**config.mk**
```make
export PLATFORM = sky130hd
export DESIGN_NAME = fft_frame_scheduler
export DESIGN_NICKNAME = d
export VERILOG_FILES = /design/src/rtl/fft_sched_pkg.sv /design/src/rtl/fft_frame_scheduler.sv
export SDC_FILE = /design/constraint.sdc
export NUM_CORES = 1
export LEC_CHECK = 0
export CAP_MARGIN = 25
export CORE_UTILIZATION = 30
export CTS_BUF_LIST = sky130_fd_sc_hd__clkbuf_16
export DETAILED_ROUTE_END_ITERATION = 8
export DONT_BUFFER_PORTS = 1
export PLACE_DENSITY = 0.52
export SETUP_SLACK_MARGIN = 0.5
export SYNTH_ARGS = -nofsm -noshare
export SYNTH_HDL_FRONTEND = slang
export SYNTH_SLANG_ARGS = --single-unit
```
**constraint.sdc**
```tcl
create_clock -name clk_in -period 3.1 [get_ports clk_in]
set_input_delay 0.31 -clock clk_in [delete_from_list [all_inputs] [get_ports clk_in]]
set_output_delay 0.31 -clock clk_in [all_outputs]
set_load 0.05 [all_outputs]
```
**src/rtl/fft_sched_pkg.sv**
```systemverilog
// rtl/fft_sched_pkg.sv - shared types and constants for the FFT frame scheduler
package fft_sched_pkg;

   typedef enum logic [1:0] {
      ST_CFG    = 2'd0,
      ST_IDLE   = 2'd1,
      ST_STREAM = 2'd2
   } sched_state_t;

   localparam int FRAME_LEN_DEF = 512;
   localparam int SAMPLE_W_DEF  = 16;

   // FFT config word fields: bit 0 selects forward transform, [10:1] is the scale schedule
   localparam int CFG_FWD_BIT   = 0;
   localparam int CFG_SCALE_LSB = 1;
   localparam int CFG_SCALE_MSB = 10;

   function automatic logic [15:0] fft_cfg_word(input logic fwd, input logic [9:0] scale);
      return {5'b0, scale, fwd};
   endfunction

endpackage

```
**src/rtl/fft_frame_scheduler.sv**
```systemverilog
// rtl/fft_frame_scheduler.sv - frames the mic sample stream and config words for the FFT core
module fft_frame_scheduler
   import fft_sched_pkg::*;
#(
   parameter int FRAME_LEN = FRAME_LEN_DEF,
   parameter int SAMPLE_W  = SAMPLE_W_DEF,
   parameter int CFG_W     = 16,
   parameter int CNT_W     = 16
) (
   input  logic                  clk_in,
   input  logic                  rst_in,
   input  logic                  enable_in,
   input  logic [SAMPLE_W-1:0]   sample_in,
   input  logic                  sample_valid_in,
   input  logic [CFG_W-1:0]      config_in,
   input  logic                  config_update_in,
   output logic [2*SAMPLE_W-1:0] s_data_tdata_out,
   output logic                  s_data_tvalid_out,
   output logic                  s_data_tlast_out,
   input  logic                  s_data_tready_in,
   output logic [CFG_W-1:0]      s_config_tdata_out,
   output logic                  s_config_tvalid_out,
   input  logic                  s_config_tready_in,
   input  logic                  m_data_tvalid_in,
   input  logic                  m_data_tready_in,
   input  logic                  m_data_tlast_in,
   output logic                  frame_done_out,
   output logic [CNT_W-1:0]      frame_count_out,
   output logic [CNT_W-1:0]      drop_count_out,
   output logic                  overrun_out,
   output logic                  busy_out
);

   localparam int               IDX_W    = $clog2(FRAME_LEN);
   localparam logic [IDX_W-1:0] LAST_IDX = IDX_W'(FRAME_LEN - 1);
   localparam logic [IDX_W-1:0] IDX_ONE  = IDX_W'(1);
   localparam logic [CNT_W-1:0] CNT_ONE  = CNT_W'(1);

   sched_state_t        r_state;
   logic                r_first;
   logic                r_pend;
   logic [CFG_W-1:0]    r_pend_word;
   logic [CFG_W-1:0]    r_cfg_tdata;
   logic                r_cfg_tvalid;
   logic [SAMPLE_W-1:0] r_sample;
   logic                r_dv;
   logic                r_tlast;
   logic [IDX_W-1:0]    r_idx;
   logic [CNT_W-1:0]    r_frame_cnt;
   logic [CNT_W-1:0]    r_drop_cnt;
   logic                r_overrun;
   logic                r_done;

   logic             w_data_hs;
   logic             w_out_hs;
   logic             w_pend_set;
   logic             w_pend_any;
   logic [CFG_W-1:0] w_pend_word;

   assign w_data_hs   = r_dv && s_data_tready_in;
   assign w_out_hs    = m_data_tvalid_in && m_data_tready_in && m_data_tlast_in;
   // The first clock after reset captures config_in as if an update had been strobed
   assign w_pend_set  = config_update_in || r_first;
   assign w_pend_any  = w_pend_set || r_pend;
   assign w_pend_word = w_pend_set ? config_in : r_pend_word;

   always_ff @(posedge clk_in or negedge rst_in) begin
      if (!rst_in) begin
         r_state      <= ST_CFG;
         r_first      <= 1'b1;
         r_pend       <= 1'b0;
         r_pend_word  <= '0;
         r_cfg_tdata  <= '0;
         r_cfg_tvalid <= 1'b0;
         r_sample     <= '0;
         r_dv         <= 1'b0;
         r_tlast      <= 1'b0;
         r_idx        <= '0;
         r_frame_cnt  <= '0;
         r_drop_cnt   <= '0;
         r_overrun    <= 1'b0;
         r_done       <= 1'b0;
      end else begin
         r_first <= 1'b0;
         r_done  <= w_out_hs;
         if (w_out_hs) begin
            r_frame_cnt <= r_frame_cnt + CNT_ONE;
         end
         if (w_pend_set) begin
            r_pend_word <= config_in;
            r_pend      <= 1'b1;
         end

         case (r_state)
            ST_CFG: begin
               if (!r_cfg_tvalid) begin
                  r_cfg_tdata  <= w_pend_word;
                  r_cfg_tvalid <= 1'b1;
                  r_pend       <= 1'b0;
               end else if (s_config_tready_in) begin
                  r_cfg_tvalid <= 1'b0;
                  r_state      <= ST_IDLE;
               end
            end

            ST_IDLE: begin
               if (r_pend) begin
                  r_state <= ST_CFG;
               end else if (enable_in && sample_valid_in) begin
                  r_sample <= sample_in;
                  r_dv     <= 1'b1;
                  r_tlast  <= 1'b0;
                  r_idx    <= IDX_ONE;
                  r_state  <= ST_STREAM;
               end
            end

            ST_STREAM: begin
               if (w_data_hs && r_tlast) begin
                  // A strobe colliding with the final handshake may open the next frame directly
                  if (sample_valid_in && enable_in && !w_pend_any) begin
                     r_sample <= sample_in;
                     r_dv     <= 1'b1;
                     r_tlast  <= 1'b0;
                     r_idx    <= IDX_ONE;
                  end else begin
                     r_dv    <= 1'b0;
                     r_tlast <= 1'b0;
                     r_state <= ST_IDLE;
                  end
               end else if (sample_valid_in && (!r_dv || w_data_hs)) begin
                  r_sample <= sample_in;
                  r_dv     <= 1'b1;
                  r_tlast  <= (r_idx == LAST_IDX);
                  r_idx    <= r_idx + IDX_ONE;
               end else if (sample_valid_in) begin
                  if (r_drop_cnt != '1) begin
                     r_drop_cnt <= r_drop_cnt + CNT_ONE;
                  end
                  r_overrun <= 1'b1;
               end else if (w_data_hs) begin
                  r_dv <= 1'b0;
               end
            end

            default: r_state <= ST_CFG;
         endcase
      end
   end

   assign s_data_tdata_out    = {r_sample, {SAMPLE_W{1'b0}}};
   assign s_data_tvalid_out   = r_dv;
   assign s_data_tlast_out    = r_tlast;
   assign s_config_tdata_out  = r_cfg_tdata;
   assign s_config_tvalid_out = r_cfg_tvalid;
   assign frame_done_out      = r_done;
   assign frame_count_out     = r_frame_cnt;
   assign drop_count_out      = r_drop_cnt;
   assign overrun_out         = r_overrun;
   assign busy_out            = (r_state != ST_IDLE);

endmodule

```
==> results.txt <==
Outcome = complete, but fails checks
Failing checks = negative hold slack
Syn Inst Count = 337
Met1 Resource Use GR = 14.7%
Hold Crit Class = in -> async
Vias = 2616
CTS root buffer = clkbuf_16
Die width = 123 um
Netlist cell types = 49
Post-Syn Area per Cell = 12.9 sq um
Worst path arrival time = 2.59 ns
Global route overflow = 0
Post-route ant nets = 0
# DRC = 0
Tcrit/Tclk final = 76.2%
Overall Global Routing Usage = 12.3%
M2 GR Usage = 18.7%
FFs w/ async S/R, synth = 100%
HPWL Detailed = 6.02 mm
Leakage Power = 2.18 nW
# port buffers = 0
Synth top area cells = dfrtp_1, mux2_2, mux2_4
Max clock buf depth = 2
Worst Setup Start Kind = flip-flop
Largest net degree at the start of global routing = 99
Vias in the first global route = 2686
Max Cap Violations = 0
Antenna violations before repair = 0
Skew final = 0.00769 ns
Fmax = 0.423 GHz
CTS Sinks = 98
Yosys top cell area share = 55.7%
Starting Density = 31.0%
Worst slew pin tran = 0.719 ns
Worst-skew pair later-pin latency = 0.34 ns
H-tree levels = 3
Register bit total from synthesis = 98
Main synth FF type = dfrtp_1
Setup TNS = 0 ns
WHS = -0.344 ns
Synth Cell Area = 0.00436 sq mm
IO Count = 128
Gr busiest metal = met2
Worst-path clk slew = 0.07 ns
Max FO, Critical Path = 7
Pwr dens = 1040 mW/mm^2
Yosys warnings = 0
Share of layout cells above drive strength 1 = 21.2%
N_diodes = 0
Fin. Hold Viols = 98
Fill count = 1368
WL per Instance = 16.0 um
Via-per-instance ratio = 4.91
RSZ-0062 raised after global routing = false
Worst R2R Path Depth = 5
Fin crit period = 2.36 ns
First-pass GRT wire length = 14.0 mm
Number of iterations in the first detailed-routing pass = 4
Starting DRT DRC Count = 143
Setup Buffers After CTS = 0
Area growth from synthesis to layout = 11.2%
Worst setup EP type = flip-flop
# nets final = 395
Slew HR = 52.1%
Die height = 123 um
Number of synthesized flops with an enable pin = 0
Met3 Resource Use GR = 5.20%
Full die area = 0.0150 sq mm
Final core occ = 34.5%
Slew Limit Fails = 0
Placeable Area = 0.0140 sq mm
Sequential fraction of the synthesis area = 56.3%
Max VDD drop = 0.484 mV
GPL Wtd Cong = 0.718
TritonCTS clock tree = yes
WL final = 8.52 mm
CP Class = reg -> reg
CTS Buf Count = 9
Finish-stage setup viols = 0
Resize count post-CTS = 0
Rows = 43
Synth area leader = dfrtp_1
WP data required = 3.33 ns
[registers in the layout (all words and copies together), names as in the netlist]
| name | count |
|---|---|
| s_config_tvalid_out | 1 |
| drop_count_out | 16 |
| overrun_out | 1 |
| r_sample | 16 |
| r_pend | 1 |
| r_pend_word | 16 |
| s_config_tdata_out | 16 |
| frame_count_out | 16 |
| frame_done_out | 1 |
| s_data_tlast_out | 1 |
| r_state | 2 |
| s_data_tvalid_out | 1 |
| r_idx | 9 |
| r_first | 1 |
[area by class of cell]
cell class              instances  area [sq um]  share of cell area (%)
clock inverters                 6          90.1                    1.86
multi-input cells             227          1760                    36.4
inverters                       2          7.51                   0.155
repair buffers                 11          82.6                    1.70
flip-flops and latches         98          2450                    50.6
well taps                     180           225                    4.65
clock buffers                   9           225                    4.65
[final timing paths]
path | from | to | slack, ns
worst min-delay path | rst_in | frame_count_out[4]$_DFFE_PN0P_ | -0.34
worst max register to register | drop_count_out[0]$_DFFE_PN0P_ | drop_count_out[1]$_DFFE_PN0P_ | 0.74
max in group asynchronous | rst_in | r_first$_DFF_PN1_ | 3.17
min in group clk_in | sample_in[0] | r_sample[0]$_DFFE_PN0P_ | 0.09
worst min register to register | r_pend_word[7]$_DFF_PN0_ | r_pend_word[7]$_DFF_PN0_ | 0.49
worst max-delay path | drop_count_out[0]$_DFFE_PN0P_ | drop_count_out[1]$_DFFE_PN0P_ | 0.74
[worst max-delay path: stages, from the launching register on]
cell     delay, ns
dfrtp_1       0.69
ha_1          0.28
nand4_1       0.27
nor4_4        0.53
nor2_1        0.15
mux2_1        0.33
[metrics by stage]
step	setup WS, ns	instances	instance area (sq um)	total power, mW	hold slack, ns
2_1_floorplan	0.938	353	4420	3.67	0.0144
3_3_place_gp	0.756	518	4530	3.86	0.0168
3_5_place_dp	0.737	518	4530	3.89	0.0166
4_1_cts	0.728	533	4850	5.11	-0.361
5_1_grt	0.544	533	4850	5.28	-0.361
6_report	0.737	533	4850	5.03	-0.344
[layout by cell type (no fill, tap or decap), drive strengths merged, types with 3 or more instances in the layout]
master	instances
ha	4
inv	5
nor4	9
buf	11
mux2	51
and3	4
and4	3
nand3	15
o31ai	3
clkbuf	9
dfrtp	97
nor3	8
nand2b	5
xnor2	14
a211o	3
or3	4
a21o	4
nand4	14
conb	17
nor2	9
nand2	19
xor2	15
a21oi	3
[routing by layer]
layer / wire length [um] / vias to the layer above
li1: - / 1199
met1: 3570 / 1321
met2: 4030 / 84
met3: 763 / 12
met4: 160 / 0
met5: 0 / -
[power breakdown]
| group | total, mW | internal, mW | switching, mW |
|---|---|---|---|
| combinational | 0.913 | 0.483 | 0.430 |
| sequential | 2.93 | 1.64 | 1.29 |
| clock | 1.18 | 0.707 | 0.476 |
| total | 5.03 | 2.83 | 2.20 |
[synthesized netlist by cell type (7+ instances only)]
cell / number
buf_4: 17
dfrtp_1: 97
mux2_1: 7
mux2_2: 34
mux2_4: 10
nand2_1: 19
nand3_1: 15
nand4_1: 14
nor2_1: 9
nor3_1: 7
nor4_1: 8
xnor2_1: 14
xor2_1: 15
[cell families after synthesis]
logic type	Yosys count	synth area share, %
simple gates	100	13.4
flops	98	56.3
mux	52	14.3
xor+xnor	29	5.83
buf+inv	28	4.68
compound gates	25	4.28
fa+ha+maj	4	1.15
other cells	1	0.0861
Power figures use the tool's default switching activity.
